File: config.mk
export PLATFORM = sky130hd
export DESIGN_NAME = cache_ahb_arbiter
export DESIGN_NICKNAME = d
export VERILOG_FILES = /design/src/rtl/core_ahb_pkg.sv /design/src/rtl/ahb_rr_arbiter.sv /design/src/rtl/cache_ahb_arbiter.sv
export SDC_FILE = /design/constraint.sdc
export NUM_CORES = 1
export LEC_CHECK = 0
export ABC_AREA = 1
export CAP_MARGIN = 40
export CORE_AREA = 2 2 110 112
export DETAILED_ROUTE_END_ITERATION = 8
export DIE_AREA = 0 0 112 114
export DONT_BUFFER_PORTS = 1
export GPL_ROUTABILITY_DRIVEN = 0
export HOLD_SLACK_MARGIN = 0.1
export PLACE_DENSITY_LB_ADDON = 0.3
export SLEW_MARGIN = 0
export SYNTH_ARGS = -nofsm -noshare
export SYNTH_HDL_FRONTEND = slang
export SYNTH_SLANG_ARGS = --single-unit
File: constraint.sdc
create_clock -name clk -period 1.38 [get_ports clk]
set_input_delay 0.069 -clock clk [delete_from_list [all_inputs] [get_ports clk]]
set_output_delay 0.069 -clock clk [all_outputs]
set_load 0.05 [all_outputs]
File: src/rtl/core_ahb_pkg.sv
// Shared AHB-Lite encodings and cache line-transfer FSM states.
package core_ahb_pkg;

  localparam logic [2:0] ST_IDLE  = 3'd0;
  localparam logic [2:0] ST_ADDR  = 3'd1;
  localparam logic [2:0] ST_BURST = 3'd2;
  localparam logic [2:0] ST_LAST  = 3'd3;
  localparam logic [2:0] ST_ERR   = 3'd4;

  localparam logic [1:0] HTRANS_IDLE   = 2'b00;
  localparam logic [1:0] HTRANS_NONSEQ = 2'b10;
  localparam logic [1:0] HTRANS_SEQ    = 2'b11;

  localparam logic [2:0] HBURST_SINGLE = 3'b000;
  localparam logic [2:0] HBURST_INCR4  = 3'b011;
  localparam logic [2:0] HBURST_INCR8  = 3'b101;

  localparam logic [2:0] HSIZE_WORD = 3'b010;
  localparam logic [3:0] HPROT_DATA = 4'b0011;

  typedef struct packed {
    logic [31:0] addr;
    logic        we;
  } line_req_t;

  function automatic logic [2:0] hburst_for(input int beats);
    case (beats)
      1:       return HBURST_SINGLE;
      4:       return HBURST_INCR4;
      default: return HBURST_INCR8;
    endcase
  endfunction

endpackage

File: src/rtl/ahb_rr_arbiter.sv
// Two-port round-robin picker; grant is combinational, last-grant updates on load.
// A tie goes to the port that did not win last time (I is assumed last out of reset).
module ahb_rr_arbiter (
  input  logic clk,
  input  logic reset,
  input  logic i_req,
  input  logic d_req,
  input  logic load,
  output logic gnt_d,
  output logic any_req
);

  logic last_d;

  assign any_req = i_req | d_req;
  assign gnt_d   = d_req & (~i_req | ~last_d);

  always_ff @(posedge clk or posedge reset) begin
    if (reset)
      last_d <= 1'b0;
    else if (load)
      last_d <= gnt_d;
  end

endmodule

File: src/rtl/cache_ahb_arbiter.sv
// I/D cache line-transfer arbiter onto one AHB-Lite master port; grant one cycle after request.
// HREADY low stalls address/data in place; strobes go only to the granted cache.
module cache_ahb_arbiter
  import core_ahb_pkg::*;
#(
  parameter int BEATS = 8
) (
  input  logic        clk,
  input  logic        reset,
  input  logic        i_req,
  input  logic        d_req,
  input  logic [31:0] i_addr,
  input  logic [31:0] d_addr,
  input  logic        i_we,
  input  logic        d_we,
  input  logic [31:0] i_wdata,
  input  logic [31:0] d_wdata,
  output logic        i_wnext,
  output logic        d_wnext,
  output logic        i_rvalid,
  output logic        d_rvalid,
  output logic [31:0] rdata,
  output logic        i_done,
  output logic        d_done,
  output logic        i_err,
  output logic        d_err,
  output logic [31:0] HADDR,
  output logic [2:0]  HBURST,
  output logic [1:0]  HTRANS,
  output logic        HWRITE,
  output logic [2:0]  HSIZE,
  output logic [3:0]  HPROT,
  output logic        HMASTLOCK,
  output logic [31:0] HWDATA,
  input  logic [31:0] HRDATA,
  input  logic        HREADY,
  input  logic        HRESP
);

  localparam int CW = $clog2(BEATS) + 1;
  localparam logic [CW-1:0] LAST_BEAT = CW'(BEATS);

  logic [2:0]    state;
  logic          gnt_q;
  logic [CW-1:0] cnt;
  logic [31:0]   haddr_q;
  logic          hwrite_q;
  logic [2:0]    hburst_q;
  logic          done_q;
  logic          err_q;
  logic          arb_gnt_d;
  logic          any_req;
  logic          data_ph;
  logic          beat_ok;
  line_req_t     sel_req;

  // The finishing port still holds req during its done cycle; that is not a new request.
  ahb_rr_arbiter u_arb (
    .clk     (clk),
    .reset   (reset),
    .i_req   (i_req & ~(done_q & ~gnt_q)),
    .d_req   (d_req & ~(done_q & gnt_q)),
    .load    (state == ST_IDLE),
    .gnt_d   (arb_gnt_d),
    .any_req (any_req)
  );

  assign sel_req = arb_gnt_d ? '{addr: d_addr, we: d_we} : '{addr: i_addr, we: i_we};

  assign data_ph = (state == ST_BURST) || (state == ST_LAST);
  assign beat_ok = data_ph & HREADY & ~HRESP;

  assign i_rvalid = beat_ok & ~hwrite_q & ~gnt_q;
  assign d_rvalid = beat_ok & ~hwrite_q & gnt_q;
  assign i_wnext  = beat_ok & hwrite_q & ~gnt_q;
  assign d_wnext  = beat_ok & hwrite_q & gnt_q;
  assign rdata    = HRDATA;
  assign i_done   = done_q & ~gnt_q;
  assign d_done   = done_q & gnt_q;
  assign i_err    = err_q & ~gnt_q;
  assign d_err    = err_q & gnt_q;

  assign HADDR     = haddr_q;
  assign HWRITE    = hwrite_q;
  assign HBURST    = hburst_q;
  assign HSIZE     = HSIZE_WORD;
  assign HPROT     = HPROT_DATA;
  assign HMASTLOCK = 1'b0;
  assign HWDATA    = (hwrite_q && (data_ph || state == ST_ERR)) ?
                     (gnt_q ? d_wdata : i_wdata) : 32'd0;

  always_comb begin
    HTRANS = HTRANS_IDLE;
    case (state)
      ST_ADDR:  HTRANS = HTRANS_NONSEQ;
      ST_BURST: HTRANS = HTRANS_SEQ;
      default:  HTRANS = HTRANS_IDLE;
    endcase
  end

  // cnt tracks the beat whose address phase is currently on the bus.
  always_ff @(posedge clk or posedge reset) begin
    if (reset) begin
      state    <= ST_IDLE;
      gnt_q    <= 1'b0;
      cnt      <= '0;
      haddr_q  <= 32'd0;
      hwrite_q <= 1'b0;
      hburst_q <= HBURST_SINGLE;
      done_q   <= 1'b0;
      err_q    <= 1'b0;
    end else begin
      done_q <= 1'b0;
      err_q  <= 1'b0;
      case (state)
        ST_IDLE: if (any_req) begin
          gnt_q    <= arb_gnt_d;
          haddr_q  <= sel_req.addr;
          hwrite_q <= sel_req.we;
          hburst_q <= hburst_for(BEATS);
          cnt      <= CW'(1);
          state    <= ST_ADDR;
        end
        ST_ADDR: if (HREADY) begin
          if (cnt == LAST_BEAT) begin
            state <= ST_LAST;
          end else begin
            state   <= ST_BURST;
            cnt     <= cnt + 1'b1;
            haddr_q <= haddr_q + 32'd4;
          end
        end
        ST_BURST: begin
          if (HRESP) begin
            state <= ST_ERR;
          end else if (HREADY) begin
            if (cnt == LAST_BEAT) begin
              state <= ST_LAST;
            end else begin
              cnt     <= cnt + 1'b1;
              haddr_q <= haddr_q + 32'd4;
            end
          end
        end
        ST_LAST: begin
          if (HRESP) begin
            state <= ST_ERR;
          end else if (HREADY) begin
            done_q <= 1'b1;
            state  <= ST_IDLE;
          end
        end
        ST_ERR: if (HREADY) begin
          done_q <= 1'b1;
          err_q  <= 1'b1;
          state  <= ST_IDLE;
        end
        default: state <= ST_IDLE;
      endcase
    end
  end

endmodule

Word-level counts from Yosys, hierarchy flattened
Index checks and enable logic that the tools add are counted.
{ "word_totals": {"ff_bits": 45, "in_bits": 168, "wordCells": 80, "output_inout_bits": 118} }
{ "op_classes": {"eq_ne": 10, "bitwise": 24, "mux": 27, "add_sub_neg": 2, "reduce_logical": 8} }
{ "ops": {"columns": ["op", "n"], "rows": [
  ["32-bit two-way mux", 6],
  ["32-bit case mux with 3 select lines", 1],
  ["33-bit two-way mux", 1],
  ["32-bit by 3-bit adder with 32-bit output, second input constant", 1],
  ["3-bit two-way mux", 7],
  ["4-bit two-way mux", 4],
  ["1-bit bitwise AND", 15],
  ["3-bit case mux with 5 select lines", 1],
  ["4-bit case mux with 3 select lines", 1],
  ["1-bit inverter", 7],
  ["3-bit by 2-bit == test with 1-bit output, second input constant", 2],
  ["2-bit inequality test, second input constant", 3],
  ["4-bit by 1-bit adder with 4-bit output, second input constant", 1],
  ["4-bit == test, second input constant", 1],
  ["1-bit two-way mux", 4],
  ["2-bit case mux with 2 select lines", 1],
  ["4-bit AND reduction", 1],
  ["3-bit by 1-bit == test with 1-bit output, second input constant", 1],
  ["3-bit == test, second input constant", 1],
  ["3-bit zero test", 1],
  ["3-bit by 2-bit inequality test with 1-bit output, second input constant", 1],
  ["3-bit inequality test, second input constant", 1],
  ["3-bit AND reduction", 1],
  ["3-bit nonzero test", 1],
  ["5 further kinds", 7]
]} }

Longest topological paths before layout
Gate-level depths: netlist (run 1).
{ "logic_depth": {"word_depth": 10, "mapped_depth": 11, "mapped_depth_nobuf": 10} }

Cells and area by module
From an unflattened synthesis (run 1), not the netlist that was laid out.
{ "hier_totals": {"cells_unflattened": 735, "area_unflattened_um2": 4272.8} }
{ "by_module_without_submodules": {"columns": ["mod", "area_per_inst_um2", "seq_area_each_um2", "n_inst", "cells_each"], "rows": [
  ["cache_ahb_arbiter", 4210.3, 1101.1, 1, 726],
  ["ahb_rr_arbiter", 62.6, 25.0, 1, 9]
]} }

Worst setup path after synthesis (run 1)
OpenSTA, ideal clock, no wires.
{ "synth_path": {"path_kind": "flip-flop to output port", "start": "register hwrite_q (netlist: HWRITE)", "end": "output HWDATA[10]", "n_path_buf": 1, "path_stages_with_launch": 4, "required_ns": 1.311, "slack_ns": -0.555, "arrival_time_ns": 1.866, "path_cell_list": "dfrtp_1 o21ai_1 clkbuf_1 a21oi_1"} }
{ "synth_via": {"elab_chain_cells": 2} }
{ "synth_lines": {"columns": ["item", "line_no", "source"], "rows": [
  ["from (decl)", "cache_ahb_arbiter.sv:47", "logic hwrite_q;"],
  ["from (signal assigned)", "cache_ahb_arbiter.sv:119", "hwrite_q <= sel_req.we;"],
  ["1-bit logical AND", "cache_ahb_arbiter.sv:89", "assign HWDATA = (hwrite_q && (data_ph || state == ST_ERR)) ?"],
  ["32-bit two-way mux", "cache_ahb_arbiter.sv:89", null],
  ["to (decl)", "cache_ahb_arbiter.sv:34", "output logic [31:0] HWDATA,"]
]} }
Every way passes these cells.

Worst setup path after layout (run 1)
{ "layout_path": {"start": "register state[1]", "end": "output i_wnext"} }
{ "layout_via": {"elab_chain_cells": 6, "word_cells_on_any_way": 7, "classes_between": "eq/ne (2); bitwise (4); reduce/logical (1)"} }
{ "layout_lines": {"columns": ["item", "line_no", "source"], "rows": [
  ["from (decl)", "cache_ahb_arbiter.sv:43", "logic [2:0] state;"],
  ["from (signal assigned)", "cache_ahb_arbiter.sv:104", "state <= ST_IDLE;"],
  ["from (signal assigned)", "cache_ahb_arbiter.sv:122", "state <= ST_ADDR;"],
  ["from (signal assigned)", "cache_ahb_arbiter.sv:126", "state <= ST_LAST;"],
  ["3-bit by 2-bit == test with 1-bit output", "cache_ahb_arbiter.sv:70", "assign data_ph = (state == ST_BURST) || (state == ST_LAST);"],
  ["1-bit logical OR *", "cache_ahb_arbiter.sv:70", null],
  ["1-bit bitwise AND * (2 in series)", "cache_ahb_arbiter.sv:71", "assign beat_ok = data_ph & HREADY & ~HRESP;"],
  ["1-bit bitwise AND * (2 in series)", "cache_ahb_arbiter.sv:75", "assign i_wnext = beat_ok & hwrite_q & ~gnt_q;"],
  ["to (decl)", "cache_ahb_arbiter.sv:18", "output logic i_wnext,"]
]} }
Mark *: on every way between the ends. The rest lies on a longest branch, timed or not.

==> metrics.txt, run 1 <==
Fin Setup TNS=-18.96 ns; synthesized netlist cell count=773; Die Width=112 µm; Cell Pwr Density=around 2700 mW/mm²; commonest non-fill, non-tap cell in the layout=nand2_1; Worst R2R End=cnt[0]; Peak VDD IR=1380 µV; cell mode on critical path=buf_4; residual antenna-violating net count after detailed routing=0; P_leak=3.42 nW; Post-Layout Cell Count=1055; worst skew pair latency=just under 0.3 ns; Nets=about 1.1k; period utilization=123%; mean post-synth cell area=5.74 µm²; R2R cell count=11; H-Tree Depth=2; r2r setup slk=-0.28 ns; met1 Resource Use GR=32.0%; hold crit path type=in2reg; diode count=0; Port Buffers=0; GRT overflow=0; FP Rows=40; Core Util, Final=a little over three fifths; Final Skew=0.00693 ns; final number of setup-violating endpoints=78; Layout area overhead=65.3%; HPWL after detailed placement=12300 µm; CORE AREA=0.0117 mm²; CP Cell Sequence=inv_2 > buf_4 > nor4_4 > buf_4 > nand2_4 > nor2_4 > buf_12; Initial Util=around 38%; number of global-route vias before repair=5307; initial antenna violation count=0; Routed Wire Length=17000 µm; via density per instance=5.14; Longest Clk Path Bufs=2; Crit-path slowest cell=dfrtp_1; drt pass-1 iters=6; DR iter-0 viols=417; violated checks=negative setup slack; TritonCTS clock tree=done; nature of the critical path startpoint=register; HP Start=d_addr[7]; Crit Path Class=reg2out; CP required=1.31 ns; status=finished with violations; Ys Warns=0; CTS Buf Count=5; beginning of the worst register-to-register path=state[0]; commonest non-fill, non-tap cells in the layout=270 x nand2_1, 95 x buf_4, 68 x inv_1, 65 x nor2_1, 55 x nand3_1; Seq cells post-synth=45; num ports=286; pre-CTS worst setup slack=-0.167 ns; WL/cell=16.1 µm; Yosys cell types=31; sequential fraction of the synthesis area=25.4%; die height=114 µm; max cap viols=0; via count=5419; CP peak stage delay=0.40 ns; minimum clock period=about 1.7 ns; placed cell count=990; RSZ-0062 raised after global routing=true; CP endpoint kind=primary output; CTS clk-pin slew, worst paths=0.07 ns; clk sink count=45; die area=0.0128 mm²; Root Driver=clkbuf_16; GR met3 Demand/Resource=4.20%; worst hold path depth=4; final hold vios=0; global-route wire length before repair=26300 µm; crit path max fanout=3; cell area after synthesis=0.00444 mm²; crit path DAT=1.63 ns; largest net degree at the start of global routing=37; total track usage=around 25%; setup ws final=-0.323 ns; GR Util met2=roughly 45%; share of cells above drive strength 1=34.7%; hold_ws=around 0.10 ns; layer with the highest usage=met2; Slew Viols, Final=0; FMAX=approximately 0.59 GHz; hold endpoint=HADDR[7]; # DRC=0
## critical path: cells and delay by family (launching register included)
| kind | cells | cell delay (ns) |
|---|---|---|
| AND/OR/NAND/NOR | 3 | 0.38 |
| flip-flops | 1 | 0.40 |
| buffers and inverters | 4 | 0.57 |
## worst max-delay path by stage
| stage | endpoint | depth (start not counted) | slack [ns] | start |
|---|---|---|---|---|
| final | i_wnext | 7 | -0.32 | state[1] |
| after global routing | HWDATA[16] | 6 | -0.37 | state[2] |
| after CTS | HWDATA[13] | 7 | -0.32 | state[0] |
| after detailed placement | HADDR[11] | 8 | -0.17 | state[1] |
| after global placement | HADDR[11] | 8 | -0.12 | state[1] |
| after floorplan | HADDR[20] | 9 | -0.1 | HADDR[2] |
## Yosys cell counts
cell type / instances / share of area [%]
o21ai_0: 18 / 2.0
o211ai_1: 12 / 2.0
a21oi_1: 53 / 6.0
or2_2: 2 / 0.28
o21ai_1: 12 / 1.4
xnor2_1: 2 / 0.39
a21boi_1: 7 / 1.2
nand3_1: 56 / 6.3
nand2_2: 2 / 0.28
o22ai_1: 1 / 0.14
o21ai_2: 1 / 0.20
nor2_1: 96 / 8.1
buf_2: 14 / 1.6
nand4_1: 1 / 0.14
dfrtp_1: 45 / 25
a22oi_1: 1 / 0.17
nand3_4: 1 / 0.39
nand3_2: 3 / 0.68
nand2_1: 283 / 24
o21bai_1: 3 / 0.51
clkbuf_1: 11 / 0.93
inv_2: 12 / 1.0
and2_1: 3 / 0.42
xor2_1: 2 / 0.39
conb_1: 2 / 0.17
nor4_1: 1 / 0.14
buf_4: 47 / 8.0
ha_1: 3 / 0.85
nor2_2: 3 / 0.42
nand2_4: 1 / 0.25
inv_1: 75 / 6.3
## metal layers
metal / wire, µm / up-vias
met5: 0 / -
met4: 391 / 0
met3: 1130 / 36
met2: 8540 / 236
met1: 6910 / 2515
li1: - / 2632
## kinds of logic (layout without fill, tap and decap cells)
group / Yosys count / in the layout / synth area share, %
buffers and inverters: 159 / 287 / 17.8
AOI/OAI and AO/OA: 108 / 108 / 13.6
xor gates and xnor gates: 4 / 4 / 0.790
adders and majority gates: 3 / 3 / 0.846
DFF: 45 / 45 / 25.4
and+or+nand+nor: 452 / 452 / 41.4
other: 2 / 9 / 0.169
## registers in the layout, indices dropped and copies added, names as in the netlist
name,count
cnt,4
state,3
done_q,1
u_arb.last_d,1
HADDR,32
HWRITE,1
err_q,1
gnt_q,1
HBURST,1
## layout make-up
cell class / count / area [µm²]
clock buffers: 5 / 125
clock inverters: 3 / 46.3
fillers: 996 / 4380
inverters: 87 / 350
multi-input cells: 576 / 3190
flip-flops and latches: 45 / 1160
well taps: 147 / 184
repair buffers: 190 / 2250
repair inverters: 2 / 17.5
## report_power, final
group / total, mW / leakage, nW / internal [mW] / switching (mW)
clock network: 1.41 / 0.0800 / 0.858 / 0.552
logic: 16.0 / 2.83 / 6.43 / 9.53
registers: 2.71 / 0.510 / 2.07 / 0.640
total: 20.1 / 3.42 / 9.36 / 10.7
## timing repair
item	4_1_cts	5_1_grt
pin swaps	8	8
gates cloned	4	3
buffers inserted	12	6
hold buffers	32	0
hold endpoints to repair	53	0
resized for setup	47	32
setup endpoints to repair	79	83
## metrics by stage
stage               power (mW)  area [µm²]
finish                    20.1        7330
global route              21.3        7330
CTS                       19.1        7120
detailed placement        15.9        6250
global placement          15.6        6250
floorplan                 12.0        5100
(Power assumes the default switching activity.)
==> run 2, diff against run 1 <==
--- a/config.mk
+++ b/config.mk
@@ -6,11 +6,11 @@
 export NUM_CORES = 1
 export LEC_CHECK = 0
 export ABC_AREA = 1
+export BUFFER_PORTS_ARGS = -buffer_cell sky130_fd_sc_hd__buf_4
 export CAP_MARGIN = 40
 export CORE_AREA = 2 2 110 112
 export DETAILED_ROUTE_END_ITERATION = 8
 export DIE_AREA = 0 0 112 114
-export DONT_BUFFER_PORTS = 1
 export GPL_ROUTABILITY_DRIVEN = 0
 export HOLD_SLACK_MARGIN = 0.1
 export PLACE_DENSITY_LB_ADDON = 0.3
==> run 2 against run 1 <==
Compared with the run above: the flow still finishes with violations (negative setup slack); final cell count is 13% higher; sequential power up 2%; highest routed layer unchanged; global-route usage rose by 0.24 points; maximum frequency decreased by 3.9%; sequential cell count is the same; cell area grew 11%; register-to-register slack got worse by 0.10 ns; worst hold slack better by 0.019 ns; largest cell class unchanged; via count up 8.5%; combinational power grew 4%; count of clock-buffer cells in the layout increased by 1.
==> metrics.txt, run 2 (synthesized netlist as in run 1, its figures left out) <==
status=finished with violations; violated checks=negative setup slack; Cell Pwr Density=2550 mW/mm²; Layout fillers=around 970; max reg flops=32; share of cells above drive strength 1=48.1%; commonest non-fill, non-tap cell in the layout=nand2_1; Root Driver=clkbuf_16; final hold vios=0; WL/cell=14.6 µm; cell internal pwr=9.62 mW; residual antenna-violating net count after detailed routing=0; worst skew pair latency=0.29 ns; cell mode on critical path=buf_6; total power=20.7 mW; CORE AREA=0.0117 mm²; num ports=286; setup ws final=-0.392 ns; via density per instance=4.95; Initial Util=37.9%; DR iter-0 viols=about 340; CP peak stage delay=0.42 ns; CTS Buf Count=5; Sw Pwr=about 11 mW; CP required=1.31 ns; Slew Viols, Final=0; Crit Path Class=reg2out; nature of the critical path startpoint=register; crit path DAT=1.70 ns; Crit-path slowest cell=dfrtp_1; hold crit path type=in2reg; # DRC=0; H-Tree Depth=2; CTS clk-pin slew, worst paths=0.07 ns; global-route wire length before repair=26900 µm; Final Skew=between 0.01 and 0.015 ns; Core Util, Final=69.5%; max cap viols=0; minimum clock period=1.77 ns; FP Rows=40; switch share=53.6%; Nets=1211; Layout area overhead=83.4%; Routed Wire Length=between 15000 and 20000 µm; die area=0.0128 mm²; Longest Clk Path Bufs=2; Port Buffers=212; FMAX=0.564 GHz; TritonCTS clock tree=done; final number of setup-violating endpoints=80; area of the multi-input gates=0.00329 mm²; Die Width=112 µm; combinational share of power=80.7%; register area=0.00116 mm²; Peak VDD IR=1370 µV; diode count=0; HPWL after detailed placement=12800 µm; GRT overflow=0; commonest non-fill, non-tap cells in the layout=259 x nand2_1, 235 x buf_4, 68 x inv_1, 56 x nor2_1, 54 x nand3_1; RSZ-0062 raised after global routing=true; number of global-route vias before repair=around 5.5k; total track usage=25.6%; die height=114 µm; clk sink count=45; CP Cell Sequence=buf_6 > buf_6 > nand3_4 > nand2_4 > buf_4 > buf_6 > buf_12 > buf_12; drt pass-1 iters=6; crit path max fanout=10; hold_ws=approximately 0.12 ns; largest net degree at the start of global routing=37; clock power share=6.0%; via count=5879; P_leak=4.04 nW; period utilization=128%; CP endpoint kind=primary output; Flop pwr share=between 10% and 20%; initial antenna violation count=0
run 2: cell types whose count changed in the layout (fill, tap and decap cells not counted), sizes merged:
| cell | previous run | this run |
|---|---|---|
| dlygate4sd3 | 32 | 9 |
| clkinv | 1 | 4 |
| clkbuf | 8 | 9 |
| buf | 154 | 310 |
| clkinvlp | 2 | 0 |
| bufbuf | 1 | 0 |
| bufinv | 1 | 0 |
run 2: power groups by stage:
stage	registers (mW)	clock network, mW	logic [mW]
global placement	2.74	0	13.0
detailed placement	2.74	0	13.2
global route	2.85	1.31	17.9
CTS	2.72	1.27	14.8
finish	2.76	1.25	16.7
floorplan	4.42	0	7.56
run 2: timing repair:
action,4_1_cts,5_1_grt
gates cloned,3,4
gates resized for setup,98,80
buffers inserted,16,7
pin swaps,6,23
endpoints found under the setup margin,79,83
hold buffers,9,0
endpoints found under the hold margin,24,0
run 2: worst paths after layout:
| path | startpoint | slack, ns | endpoint | cells after the start |
|---|---|---|---|---|
| max in group asynchronous | reset | 0.54 | HWRITE | 4 |
| min in group asynchronous | reset | 0.33 | HADDR[5] | 3 |
| worst min-delay path | d_addr[14] | 0.12 | HADDR[14] | 5 |
| worst max register to register | state[0] | -0.38 | HADDR[17] | 12 |
| worst max-delay path | state[0] | -0.39 | HTRANS[1] | 8 |
| worst min register to register | HADDR[0] | 0.50 | HADDR[0] | 2 |
run 2: per-stage QoR:
step | setup TNS [ns] | cells | cell area (µm²) | worst slack (ns)
final | -24.29 | 1188 | 8140 | -0.392
after global routing | -28.41 | 1188 | 8140 | -0.428
after CTS | -22.97 | 1180 | 7770 | -0.372
after detailed placement | -7.67 | 1144 | 7010 | -0.233
after global placement | -6.41 | 1144 | 7010 | -0.227
after floorplan | -3.10 | 780 | 5100 | -0.0990
run 2: final cells by class:
class                           instances  area share (%)
Multi-Input combinational cell        576            40.4
Timing Repair Buffer                  322            36.3
Sequential cell                        45            14.3
Inverter                               87            4.44
Tap cell                              147            2.26
Clock buffer                            6            1.71
Timing Repair inverter                  3           0.477
Clock inverter                          2           0.169
run 2: per-layer routing:
| layer | wire (µm) | GRT usage, % | vias up |
|---|---|---|---|
| li1 | - | - | 2902 |
| met1 | 7120 | 32.7 | 2704 |
| met2 | 8770 | 45.2 | 241 |
| met3 | 1200 | 4.30 | 32 |
| met4 | 307 | 6.67 | 0 |
| met5 | 0 | 0 | - |
run 2: worst max-delay path: cells and delay by family (launching register included):
family	cells	cell delay, ns
buffers and inverters	6	0.84
flip-flops	1	0.42
AND/OR/NAND/NOR	2	0.15
